===== src/rtl/hlsm6_job_sequencer_pkg.sv =====
// rtl/hlsm6_job_sequencer_pkg.sv - shared types and constants for the HLSM6 job sequencer
// Contents: FSM state enum, status bit indices, default KERN_LAT/TIMEOUT/TAG_W, data width.
package hlsm_seq_pkg;

    localparam int DATA_W       = 16;
    localparam int KERN_LAT_DEF = 5;
    localparam int TIMEOUT_DEF  = 64;
    localparam int TAG_W_DEF    = 4;

    // Bit positions inside out_status
    localparam int ST_DIV0    = 0;
    localparam int ST_TIMEOUT = 1;

    typedef logic signed [DATA_W-1:0] word_t;

    typedef enum logic [2:0] {
        S_IDLE,
        S_ISSUE,
        S_WAIT,
        S_RECOVER,
        S_OUT
    } seq_state_e;

endpackage


===== src/rtl/hlsm6_job_sequencer_if.sv =====
// rtl/hlsm6_job_sequencer_if.sv - job input / result output handshake bundle
// Ports: in_valid/in_ready + in_a..in_g (job side), out_valid/out_ready + out_k/out_l/out_tag/out_status (result side).
// master = job producer / result consumer, slave = the sequencer.
interface hlsm6_job_sequencer_if #(
    parameter int TAG_W = hlsm_seq_pkg::TAG_W_DEF
);
    import hlsm_seq_pkg::*;

    logic             in_valid;
    logic             in_ready;
    word_t            in_a, in_b, in_c, in_d, in_e, in_f, in_g;
    logic             out_valid;
    logic             out_ready;
    word_t            out_k, out_l;
    logic [TAG_W-1:0] out_tag;
    logic [1:0]       out_status;

    modport master (
        output in_valid, in_a, in_b, in_c, in_d, in_e, in_f, in_g, out_ready,
        input  in_ready, out_valid, out_k, out_l, out_tag, out_status
    );

    modport slave (
        input  in_valid, in_a, in_b, in_c, in_d, in_e, in_f, in_g, out_ready,
        output in_ready, out_valid, out_k, out_l, out_tag, out_status
    );

endinterface


===== src/rtl/hlsm6_job_sequencer_watchdog.sv =====
// rtl/hlsm6_job_sequencer_watchdog.sv - WAIT-state cycle counter with latency and timeout flags
// Ports: Clk, Rst (active-low async), clr, en -> lat_reached (cnt>=KERN_LAT), timeout (cnt==TIMEOUT).
module hlsm_seq_watchdog
    import hlsm_seq_pkg::*;
#(
    parameter int KERN_LAT = KERN_LAT_DEF,
    parameter int TIMEOUT  = TIMEOUT_DEF
) (
    input  logic Clk,
    input  logic Rst,
    input  logic clr,
    input  logic en,
    output logic lat_reached,
    output logic timeout
);
    localparam int CNT_W = $clog2(TIMEOUT + 1);

    logic [CNT_W-1:0] cnt;

    // The sequencer leaves WAIT at cnt==TIMEOUT, so cnt never exceeds TIMEOUT+1
    always_ff @(posedge Clk or negedge Rst) begin
        if (!Rst)
            cnt <= '0;
        else if (clr)
            cnt <= '0;
        else if (en)
            cnt <= cnt + 1'b1;
    end

    assign lat_reached = (cnt >= CNT_W'(KERN_LAT));
    assign timeout     = (cnt == CNT_W'(TIMEOUT));

endmodule


===== src/rtl/hlsm6_job_sequencer.sv =====
// rtl/hlsm6_job_sequencer.sv - HLSM6 kernel front-end: job accept, start pulse, completion/timeout, result hold
// Ports: Clk, Rst (active-low async), job (slave handshake bundle),
//        kern_start/kern_rst/kern_a..kern_g to the kernel, kern_done/kern_k/kern_l from the kernel.
module hlsm6_job_sequencer
    import hlsm_seq_pkg::*;
#(
    parameter int KERN_LAT = KERN_LAT_DEF,
    parameter int TIMEOUT  = TIMEOUT_DEF,
    parameter int TAG_W    = TAG_W_DEF
) (
    input  logic                 Clk,
    input  logic                 Rst,
    hlsm6_job_sequencer_if.slave job,
    output logic                 kern_start,
    output logic                 kern_rst,
    output word_t                kern_a, kern_b, kern_c, kern_d, kern_e, kern_f, kern_g,
    input  logic                 kern_done,
    input  word_t                kern_k,
    input  word_t                kern_l
);
    seq_state_e       state, state_nxt;
    logic             rst_hold;
    logic             rec_cnt;
    logic             wd_clr, wd_en;
    logic             lat_reached, timeout;
    logic             accept, complete;
    logic [1:0]       status;
    logic [TAG_W-1:0] tag;
    word_t            res_k, res_l;

    hlsm_seq_watchdog #(
        .KERN_LAT(KERN_LAT),
        .TIMEOUT (TIMEOUT)
    ) u_watchdog (
        .Clk        (Clk),
        .Rst        (Rst),
        .clr        (wd_clr),
        .en         (wd_en),
        .lat_reached(lat_reached),
        .timeout    (timeout)
    );

    assign accept   = job.in_valid & job.in_ready;
    // kern_done is sticky across jobs, so it only counts once the latency has elapsed
    assign complete = lat_reached & kern_done;

    always_ff @(posedge Clk or negedge Rst) begin
        if (!Rst)
            state <= S_IDLE;
        else
            state <= state_nxt;
    end

    always_comb begin
        state_nxt = state;
        case (state)
            S_IDLE:    if (accept) state_nxt = S_ISSUE;
            S_ISSUE:   state_nxt = S_WAIT;
            S_WAIT: begin
                if (complete)
                    state_nxt = S_OUT;
                else if (timeout)
                    state_nxt = S_RECOVER;
            end
            S_RECOVER: if (rec_cnt) state_nxt = S_OUT;
            S_OUT:     if (job.out_ready) state_nxt = S_IDLE;
            default:   state_nxt = S_IDLE;
        endcase
    end

    always_comb begin
        job.in_ready  = (state == S_IDLE) && !rst_hold;
        job.out_valid = (state == S_OUT);
        kern_start    = (state == S_ISSUE);
        kern_rst      = rst_hold || (state == S_RECOVER);
        wd_clr        = (state == S_ISSUE);
        wd_en         = (state == S_WAIT);
    end

    // Holds the kernel in reset from Rst assertion until the first clock edge after release
    always_ff @(posedge Clk or negedge Rst) begin
        if (!Rst)
            rst_hold <= 1'b1;
        else
            rst_hold <= 1'b0;
    end

    // Two-cycle RECOVER timer
    always_ff @(posedge Clk or negedge Rst) begin
        if (!Rst)
            rec_cnt <= 1'b0;
        else if (state == S_RECOVER)
            rec_cnt <= ~rec_cnt;
        else
            rec_cnt <= 1'b0;
    end

    always_ff @(posedge Clk or negedge Rst) begin
        if (!Rst) begin
            kern_a <= '0; kern_b <= '0; kern_c <= '0; kern_d <= '0;
            kern_e <= '0; kern_f <= '0; kern_g <= '0;
            res_k  <= '0;
            res_l  <= '0;
            status <= '0;
            tag    <= '0;
        end else begin
            if (accept) begin
                kern_a <= job.in_a; kern_b <= job.in_b; kern_c <= job.in_c; kern_d <= job.in_d;
                kern_e <= job.in_e; kern_f <= job.in_f; kern_g <= job.in_g;
                status <= '0;
                status[ST_DIV0] <= (job.in_e == '0) || (job.in_g == '0);
            end
            if (state == S_WAIT) begin
                if (complete) begin
                    res_k <= kern_k;
                    res_l <= kern_l;
                end else if (timeout) begin
                    res_k <= '0;
                    res_l <= '0;
                    status[ST_TIMEOUT] <= 1'b1;
                end
            end
            if ((state == S_OUT) && job.out_ready)
                tag <= tag + 1'b1;
        end
    end

    assign job.out_k      = res_k;
    assign job.out_l      = res_l;
    assign job.out_tag    = tag;
    assign job.out_status = status;

endmodule


===== src/flat_wrapper.sv =====
// flat-port wrapper written by rule: the top's interface ports become plain ports
module hlsm6_job_sequencer_flat import hlsm_seq_pkg::*;
#(
    parameter int KERN_LAT = KERN_LAT_DEF,
    parameter int TIMEOUT  = TIMEOUT_DEF,
    parameter int TAG_W    = TAG_W_DEF
)
  (Clk, Rst, kern_start, kern_rst, kern_a, kern_b, kern_c, kern_d, kern_e, kern_f, kern_g, kern_done, kern_k, kern_l, job_in_valid, job_in_a, job_in_b, job_in_c, job_in_d, job_in_e, job_in_f, job_in_g, job_out_ready, job_in_ready, job_out_valid, job_out_k, job_out_l, job_out_tag, job_out_status);
  hlsm6_job_sequencer_if #(.TAG_W(TAG_W)) job_i ();
  input  logic Clk;
  input  logic Rst;
  output logic kern_start;
  output logic kern_rst;
  output word_t kern_a;
  output word_t kern_b;
  output word_t kern_c;
  output word_t kern_d;
  output word_t kern_e;
  output word_t kern_f;
  output word_t kern_g;
  input  logic kern_done;
  input  word_t kern_k;
  input  word_t kern_l;
  input wire logic [$bits(job_i.in_valid)-1:0] job_in_valid;
  input wire logic [$bits(job_i.in_a)-1:0] job_in_a;
  input wire logic [$bits(job_i.in_b)-1:0] job_in_b;
  input wire logic [$bits(job_i.in_c)-1:0] job_in_c;
  input wire logic [$bits(job_i.in_d)-1:0] job_in_d;
  input wire logic [$bits(job_i.in_e)-1:0] job_in_e;
  input wire logic [$bits(job_i.in_f)-1:0] job_in_f;
  input wire logic [$bits(job_i.in_g)-1:0] job_in_g;
  input wire logic [$bits(job_i.out_ready)-1:0] job_out_ready;
  output wire logic [$bits(job_i.in_ready)-1:0] job_in_ready;
  output wire logic [$bits(job_i.out_valid)-1:0] job_out_valid;
  output wire logic [$bits(job_i.out_k)-1:0] job_out_k;
  output wire logic [$bits(job_i.out_l)-1:0] job_out_l;
  output wire logic [$bits(job_i.out_tag)-1:0] job_out_tag;
  output wire logic [$bits(job_i.out_status)-1:0] job_out_status;
  assign job_i.in_valid = job_in_valid;
  assign job_i.in_a = job_in_a;
  assign job_i.in_b = job_in_b;
  assign job_i.in_c = job_in_c;
  assign job_i.in_d = job_in_d;
  assign job_i.in_e = job_in_e;
  assign job_i.in_f = job_in_f;
  assign job_i.in_g = job_in_g;
  assign job_i.out_ready = job_out_ready;
  assign job_in_ready = job_i.in_ready;
  assign job_out_valid = job_i.out_valid;
  assign job_out_k = job_i.out_k;
  assign job_out_l = job_i.out_l;
  assign job_out_tag = job_i.out_tag;
  assign job_out_status = job_i.out_status;
  hlsm6_job_sequencer #(.KERN_LAT(KERN_LAT), .TIMEOUT(TIMEOUT), .TAG_W(TAG_W)) u_core (.Clk(Clk), .Rst(Rst), .job(job_i), .kern_start(kern_start), .kern_rst(kern_rst), .kern_a(kern_a), .kern_b(kern_b), .kern_c(kern_c), .kern_d(kern_d), .kern_e(kern_e), .kern_f(kern_f), .kern_g(kern_g), .kern_done(kern_done), .kern_k(kern_k), .kern_l(kern_l));
endmodule

===== config.mk =====
export PLATFORM = sky130hd
export DESIGN_NAME = hlsm6_job_sequencer_flat
export DESIGN_NICKNAME = d
export VERILOG_FILES = /design/src/rtl/hlsm6_job_sequencer_pkg.sv /design/src/rtl/hlsm6_job_sequencer_if.sv /design/src/rtl/hlsm6_job_sequencer_watchdog.sv /design/src/rtl/hlsm6_job_sequencer.sv /design/src/flat_wrapper.sv
export SDC_FILE = /design/constraint.sdc
export NUM_CORES = 1
export LEC_CHECK = 0
export BUFFER_PORTS_ARGS = -buffer_cell sky130_fd_sc_hd__buf_4
export CAP_MARGIN = 40
export CORE_UTILIZATION = 45
export CTS_BUF_LIST = sky130_fd_sc_hd__clkbuf_8
export CTS_CLUSTER_DIAMETER = 120
export DETAILED_ROUTE_END_ITERATION = 7
export PLACE_DENSITY = 0.84
export SYNTH_ARGS = -nofsm -noshare
export SYNTH_HDL_FRONTEND = slang
export SYNTH_SLANG_ARGS = --single-unit

===== constraint.sdc =====
create_clock -name Clk -period 3.6 [get_ports Clk]
set_input_delay 0.18 -clock Clk [delete_from_list [all_inputs] [get_ports Clk]]
set_output_delay 0.18 -clock Clk [all_outputs]
set_load 0.02 [all_outputs]

# Yosys cells after proc, flatten, opt, wreduce, memory -nomap -nowiden
# Index checks and enable logic that the tools add are counted.
# totals
reg_bits,162
inputBits,149
output_inout_bits,154
wordCells,59
# classes
add_sub_neg,2
order_cmp,1
n_eq_ne,9
mux,16
n_bitwise,3
reduce_logical,12
# op_table
cell,count
16-bit two-way mux,3
16-bit logical NOT,2
3-bit two-way mux,5
3-bit one-hot mux with 5 select lines,1
7-bit two-way mux,2
"7-bit by 1-bit adder with 7-bit output, second input constant",1
"7-bit == test, second input constant",1
"7-bit by 3-bit >= comparator with 1-bit output, second input constant",1
"3-bit by 2-bit == test with 1-bit output, second input constant",2
"4-bit by 1-bit adder with 4-bit output, second input constant",1
1-bit two-way mux,4
"2-bit by 1-bit != test with 1-bit output, second input constant",2
4-bit AND reduction,1
2-bit nonzero test,2
"3-bit by 1-bit == test with 1-bit output, second input constant",1
"3-bit == test, second input constant",1
3-bit logical NOT,1
"3-bit by 1-bit != test with 1-bit output, second input constant",1
1-bit AND,2
1-bit logical AND,2
1-bit logical OR,2
2-bit two-way mux,1
"2-bit != test, second input constant",1
2-bit AND reduction,1
2 further kinds,2

# Longest topological paths before layout
# Gate-level depths: netlist of the first run.
# logic_depth
depth_word,7
mapped_depth,7

# Cells and area by module
# A second synthesis of the first run with hierarchy kept.
# hier_totals
hier_cells,405
hier_area_um2,6374.9
# modules_own_cells
mod,instances,cells_each,area_each_um2
hlsm6_job_sequencer,1,367,6003.3
hlsm_seq_watchdog,1,38,371.6

# Worst setup path before layout of the first run
# OpenSTA, ideal clock, no wires.
# synth_timing
kind,register to register
start,register u_core.state[0]
end,"register u_core.tag[1], in the netlist u_core.job.out_tag[1]"
setup_ns,0.125
arrival_ns,1.766
required_time_ns,3.475
slack_ns,1.709
stages_incl_launch_ff,5
n_path_buf,1
synth_period_minus_slack_ns,1.891
cell_sequence,dfrtp_1 > buf_2 > nor3b_1 > and2_1 > mux2_2
# synth_via
elab_chain_len,2
# synth_rtl
item,line,source
start: declaration,hlsm6_job_sequencer.sv:21,"seq_state_e state, state_nxt;"
start signal: assignment,hlsm6_job_sequencer.sv:51,state <= state_nxt;
3-bit == test,-,
via job_out_valid,flat_wrapper.sv:34,output wire logic [$bits(job_i.out_valid)-1:0] job_out_valid;
1-bit logical AND,hlsm6_job_sequencer.sv:123,if ((state == S_OUT) && job.out_ready)
end signal: assignment,hlsm6_job_sequencer.sv:124,tag <= tag + 1'b1;
end: declaration,hlsm6_job_sequencer.sv:28,logic [TAG_W-1:0] tag;
# The timed path passes the listed nets, and every way through them passes these cells.
# A chain may end at the register's enable or synchronous reset.

# Worst setup path after layout of the first run
# layout_timing
start,register u_core.state[0]
end,register u_core.kern_d[11]
# layout_via
elab_chain_len,3
# layout_rtl
item,line,source
3-bit logical NOT,hlsm6_job_sequencer.sv:72,job.in_ready = (state == S_IDLE) && !rst_hold;
1-bit logical AND,hlsm6_job_sequencer.sv:72,
1-bit AND,hlsm6_job_sequencer.sv:43,assign accept = job.in_valid & job.in_ready;
end signal: assignment,hlsm6_job_sequencer.sv:108,kern_a <= job.in_a; kern_b <= job.in_b; kern_c <= job.in_c; kern_d <= job.in_d;
end: declaration,hlsm6_job_sequencer.sv:16,"output word_t kern_a, kern_b, kern_c, kern_d, kern_e, kern_f, kern_g,"
# Every way passes these cells.

==> flow_summary.yaml, run 1 <==
routing:
  drt_iter0_markers: 314
  vias: 5414
  wire_per_inst_um: 19.62
  drt_pre_antenna_iters: 4
  routedLengthMet1_um: 7511
  wl_um: 20700
  route.met2.wl_um: 11070
  vias_per_cell: 5.132
  ant_nets: 0
  wl_met3_um: 1487
  drc: 0
  top_layer: "met4"
grt:
  grt_max_degree: 94
  grt_usage: 0.2804
  grt_pass1_wl_um: 31160
  antenna_found_initial: 0
  grt_overflow: 0
  grt_pass1_vias: 5945
sta:
  max_freq_mhz: 444.2
  slew_headroom: 0.4383
  clock_skew_ps: 16.18
  post-route-min-period_ps: 2251
  setup_violations: 0
  drv_slew: 0
  finalHoldViolCount: 0
  period_share: 0.6253
  rsz0062_at_grt: "false"
  setup_tns_ps: 0
  worst_slack_ps: 1349
  worstMarginPinSlew_ps: 842.5
placement:
  dp_hpwl_um: 12170
  portBuffers: 302
  place.gp.congestion: 0.8373
  placed_area_mm2: 0.008941
  place_ws_ps: 1395
floorplanning:
  rows: 43
  die_area_mm2: 0.01492
  start_util: 0.4643
  ios: 303
  fp.dieH_um: 122.1
  coreArea_mm2: 0.01399
  die_w_um: 122.1
clocking:
  clkSlewWorstSetupHoldPaths_ps: 90
  clock_path_buffers: 2
  cts_tree: "done"
  cts_buffers: 17
  cts-root-buf: "clkbuf_8"
  clock_latency_ps: 460
  htreeDepth: 4
  cts.sinks: 162
setup_path:
  path_delay_family: "simple AND/OR/NAND/NOR gates"
  crit_arrival_ps: 2580
  path_class: "register to register"
  startpoint_type: "register"
  crit_path_end_kind: "register"
  path_max_fanout: 65
  cp_num_buf_inv: 1
  cpPeakStageDelay_ps: 490
  required_ps: 3930
  critPathSlowestCell: "dfrtp_1"
  crit_chain: "nor4_4, nand2_8, buf_16, mux2_4"
finish:
  area_growth_pct: 66.29
  fillers: 781
  most-common-layout-cells: "buf_4 (305), dfrtp_1 (161), dlygate4sd3_1 (146)"
  fin_util: 0.7721
  diodes: 0
  drive_above_1_share: 0.5257
  stdcell_area_mm2: 0.01080
  nNetsFinal: 1016
  layout_commonest_cell: "buf_4"
pwr:
  ir_drop_mv: 0.6228
  p_per_area_mw_per_mm2: 829.7
  p_leak_nw: 5.306
  finalPower_mw: 8.961
logic_synthesis:
  synth.distinct_cells: 40
  synth_cells: 411
  yosys_register_bits: 162
  avgSynthCellArea_um2: 15.80
  yosysWarningCount: 0
  yosysSeqAreaShare: 0.6243
  synth_area_mm2: 0.006495
  synth_fp_nets: 564
hold_path:
  hp-class: "primary input to register"
status:
  status: "finished clean"
run:
  max_cap_viol_count: 0
-- per-stage QoR --
step | hold WS, ps | cells
floorplan | -115.6 | 411
global route | 75.13 | 1055
CTS | 22.57 | 1055
finish | 63.20 | 1055
detailed placement | 321.9 | 878
global placement | 302.3 | 875
-- worst paths after layout --
path	from	to	slack, ps	cells after the start
min in group asynchronous	Rst	u_core.job.out_tag[2]$_DFFE_PN0P_	360	2
max	u_core.state[0]$_DFFE_PN0P_	u_core.kern_d[11]$_DFFE_PN0P_	1350	4
max in group asynchronous	Rst	u_core.kern_c[9]$_DFFE_PN0P_	2350	3
min	kern_done	u_core.state[0]$_DFFE_PN0P_	60	4
max reg2reg	u_core.state[0]$_DFFE_PN0P_	u_core.kern_d[11]$_DFFE_PN0P_	1350	4
min reg2reg	u_core.rec_cnt$_DFF_PN0_	u_core.rec_cnt$_DFF_PN0_	460	1
-- report_power, final --
group / internal, mW / leakage (nW) / switching (mW)
logic: 2.20 / 3.12 / 2.12
clock network: 0.682 / 0.209 / 0.693
registers: 2.66 / 1.98 / 0.609
-- final cells by class --
class,count,area [um2],area share
flip-flops and latches,162,4055,0.3755
well taps,180,225.2,0.02085
multi-input cells,222,2283,0.2114
clock inverters,14,163.9,0.01518
repair buffers,455,3820,0.3537
clock buffers,17,234.0,0.02166
inverters,5,18.77,0.001738
-- worst register-to-register path, stage by stage (launching register included) --
cell	delay, ps
dfrtp_1	490
nor4_4	490
nand2_8	360
buf_16	400
mux2_4	390
-- timing repair --
item / in CTS / in global routing
setup buffers: 0 / 0
hold buffers: 146 / 0
endpoints found under the hold margin: 234 / 0
gates resized for setup: 0 / 0
-- registers in the layout, indices dropped and copies added (netlist names) --
signal,cells
u_core.job.out_tag,4
u_core.rst_hold,1
u_core.kern_g,16
u_core.kern_a,16
u_core.state,3
u_core.job.out_k,16
u_core.u_watchdog.cnt,7
u_core.job.out_status,2
u_core.rec_cnt,1
u_core.kern_e,16
u_core.kern_b,16
u_core.kern_d,16
u_core.job.out_l,16
u_core.kern_c,16
u_core.kern_f,16
-- Yosys cell counts (all sizes together) --
cell / count / area share
dfrtp: 161 / 0.62
mux2: 113 / 0.22
a32o: 32 / 0.049
buf: 19 / 0.022
nand2: 11 / 0.0067
o21ai: 11 / 0.0085
nor4: 9 / 0.011
nor2: 7 / 0.0044
nand4: 6 / 0.0058
inv: 5 / 0.0029
ha: 4 / 0.0077
nand3: 4 / 0.0031
a21oi: 3 / 0.0029
clkbuf: 3 / 0.0017
and3: 2 / 0.0019
nand2b: 2 / 0.0019
nor3: 2 / 0.0015
nor3b: 2 / 0.0040
xnor2: 2 / 0.0027
a21o: 1 / 0.0012
a22o: 1 / 0.0013
a31o: 1 / 0.0013
and2: 1 / 0.00096
conb: 1 / 0.00058
dfstp: 1 / 0.0040
nand3b: 1 / 0.0012
nor2b: 1 / 0.00096
o221ai: 1 / 0.0013
o311a: 1 / 0.0015
or3b: 1 / 0.0013
or4: 1 / 0.0017
xor2: 1 / 0.0013
-- per-layer routing --
| layer | GRT usage | up-vias |
|---|---|---|
| li1 | - | 2413 |
| met1 | 0.3110 | 2697 |
| met2 | 0.4996 | 255 |
| met3 | 0.07772 | 49 |
| met4 | 0.1242 | 0 |
| met5 | 0 | - |
-- cell families after synthesis --
family | Yosys count | share of synthesized area
flops | 162 | 0.6243
simple gates | 50 | 0.04662
xor+xnor | 3 | 0.004046
other cells | 1 | 0.0005774
mux | 113 | 0.2231
fa+ha+maj | 4 | 0.007706
compound gates | 51 | 0.06743
buf+inv | 27 | 0.02620
No activity file was read; power rests on OpenSTA's default activity.
==> run 2, diff against run 1 <==
CORE_UTILIZATION = 44   (was 45)
PLACE_DENSITY = 0.85   (was 0.84)
clock period = 1.9 ns   (was 3.6 ns; I/O delays follow)
==> run 2 against run 1 <==
Compared with the run above:
- sequential cell count did not move
- wire length rose by 2.0%
- first-iteration DRC count fell by 13%
- core utilization fell by 1.0 points
==> flow_summary.yaml, run 2 (same netlist as run 1, synthesis figures left out) <==
sta:
  timing.hold.ws_ps: 114.0
  setup_violations: 0
  drv_slew: 0
  max_freq_mhz: 544.1
  worstMarginPinSlew_ps: 524.2
  post-route-min-period_ps: 1838
  period_share: 0.9673
  finalHoldViolCount: 0
  slew_headroom: 0.6505
  rsz0062_at_grt: "false"
  clock_skew_ps: 17.58
  worst_slack_ps: 62.18
pwr:
  switching_share: 0.3750
  p_seq_frac: 0.353
  ir_drop_mv: 1.107
  internal_power_mw: 10.83
  power_frac_comb: 0.492
  switchingPower_mw: 6.499
  p_leak_nw: 5.435
  p_per_area_mw_per_mm2: 1571
  clock_power_share: 0.155
floorplanning:
  rows: 44
  die_area_mm2: 0.01525
  start_util: 0.4486
  coreArea_mm2: 0.01448
  fp.dieH_um: 123.5
  ios: 303
  die_w_um: 123.5
grt:
  grt_pass1_wl_um: 31350
  grt_max_degree: 54
  antenna_found_initial: 0
  grt_pass1_vias: 6112
  grt_overflow: 0
  grt_usage: 0.2753
clocking:
  cts_tree: "done"
  cts.sinks: 162
  clkSlewWorstSetupHoldPaths_ps: 90
  clock_latency_ps: 440
  clock_path_buffers: 2
  htreeDepth: 4
  cts_buffers: 17
  cts-root-buf: "clkbuf_8"
finish:
  nNetsFinal: 1034
  most-common-layout-cells: "buf_4 (316), dfrtp_1 (160), dlygate4sd3_1 (148)"
  fin_cells: 1077
  layout_commonest_cell: "buf_4"
  fin_util: 0.7618
  diodes: 0
  fillers: 801
  area_growth_pct: 69.83
  stdcell_area_mm2: 0.01103
  drive_above_1_share: 0.5330
setup_path:
  path_class: "register to register"
  startpoint_type: "register"
  reg2reg_from: "u_core.u_watchdog.cnt[3]$_DFFE_PN0P_"
  cp_num_buf_inv: 1
  crit_path_end_kind: "register"
  r2r-end: "u_core.job.out_k[3]$_DFFE_PN0P_"
  cpPeakStageDelay_ps: 560
  crit_chain: "or4_4, a21oi_2, nor2_2, buf_8, a32o_1"
  path_max_fanout: 24
  r2r_slack_ps: 60
  critPathSlowestCell: "or4_4"
  crit_arrival_ps: 2160
  cp.depth: 5
  path_delay_family: "simple AND/OR/NAND/NOR gates"
  required_ps: 2220
  reg2reg_depth: 5
placement:
  dp_hpwl_um: 12120
  place.gp.congestion: 0.8127
  placed_area_mm2: 0.009119
  placedCellCount: 897
  portBuffers: 302
  place_ws_ps: -0.8017
routing:
  drc: 0
  drt_iter0_markers: 273
  wl_um: 21100
  drt_pre_antenna_iters: 5
  ant_nets: 0
  wire_per_inst_um: 19.60
  vias_per_cell: 5.155
  vias: 5552
status:
  status: "finished clean"
hold_path:
  hp-class: "primary input to register"
  whs_path_depth: 5
  hold_start: "kern_done"
  hold_end: "u_core.state[1]$_DFFE_PN0P_"
run:
  max_cap_viol_count: 0
-- run 2: cell count changes in the layout (fill, tap and decap cells not counted), moves of 2 or more --
cell,delta
buf_12,+7
buf_4,+11
clkbuf_8,+4
clkinv_2,-2
dlygate4sd3_1,+2
-- run 2: worst min-delay path, cell delays in order --
cell and delay (ps):
buf_4 110, a21oi_2 60, buf_4 130, nand2_1 70, nand2_1 50
-- run 2: worst max path at each step --
| stage | from | endpoint | slack [ps] |
|---|---|---|---|
| 6_report | u_core.u_watchdog.cnt[3]$_DFFE_PN0P_ | u_core.job.out_k[3]$_DFFE_PN0P_ | 60 |
| 5_1_grt | u_core.u_watchdog.cnt[3]$_DFFE_PN0P_ | u_core.job.out_l[12]$_DFFE_PN0P_ | 0.3 |
| 4_1_cts | u_core.u_watchdog.cnt[3]$_DFFE_PN0P_ | u_core.job.out_k[14]$_DFFE_PN0P_ | 80 |
| 3_5_place_dp | u_core.state[0]$_DFFE_PN0P_ | u_core.kern_e[11]$_DFFE_PN0P_ | -0.8 |
| 3_3_place_gp | u_core.state[0]$_DFFE_PN0P_ | u_core.job.out_l[5]$_DFFE_PN0P_ | -90 |
| 2_1_floorplan | u_core.state[0]$_DFFE_PN0P_ | u_core.job.out_tag[1]$_DFFE_PN0P_ | 9 |
-- run 2: metal layers --
layer,track usage,vias to the layer above,share of wire,wire [um]
li1,-,2462,-,-
met1,0.2992,2739,0.37,7707
met2,0.4916,288,0.53,11170
met3,0.08164,63,0.072,1516
met4,0.1258,0,0.033,705
met5,0,-,0,0
-- run 2: cell type report --
type | instances | area [um2] | area share
Clock buffer | 21 | 289.0 | 0.02620
Clock inverter | 10 | 132.6 | 0.01202
Inverter | 5 | 18.77 | 0.001701
Multi-Input combinational cell | 222 | 2283 | 0.2070
Sequential cell | 162 | 4056 | 0.3677
Tap cell | 184 | 230.2 | 0.02087
Timing Repair Buffer | 473 | 4020 | 0.3645
-- run 2: power groups by stage --
stage	combinational (mW)	sequential, mW	clock, mW
floorplan	2.66	7.78	0
global placement	7.86	5.91	0
detailed placement	8.07	6.02	0
CTS	8.38	5.98	2.70
global route	8.94	6.28	2.87
finish	8.52	6.13	2.68
-- run 2: metrics by stage --
stage	power, mW	TNS (ps)
after floorplan	10.44	0
after global placement	13.77	-2908
after detailed placement	14.09	-0.8017
after global routing	18.09	0
final	17.33	0
after CTS	17.06	0
-- run 2: repair_timing --
| item | 4_1_cts | 5_1_grt |
|---|---|---|
| hold endpoints to repair | 202 | 0 |
| buffers inserted | 1 | 0 |
| pin swaps | 1 | 0 |
| cloned | 0 | 0 |
| endpoints found under the setup margin | 50 | 2 |
| resized for setup | 0 | 1 |
| hold buffers | 148 | 0 |
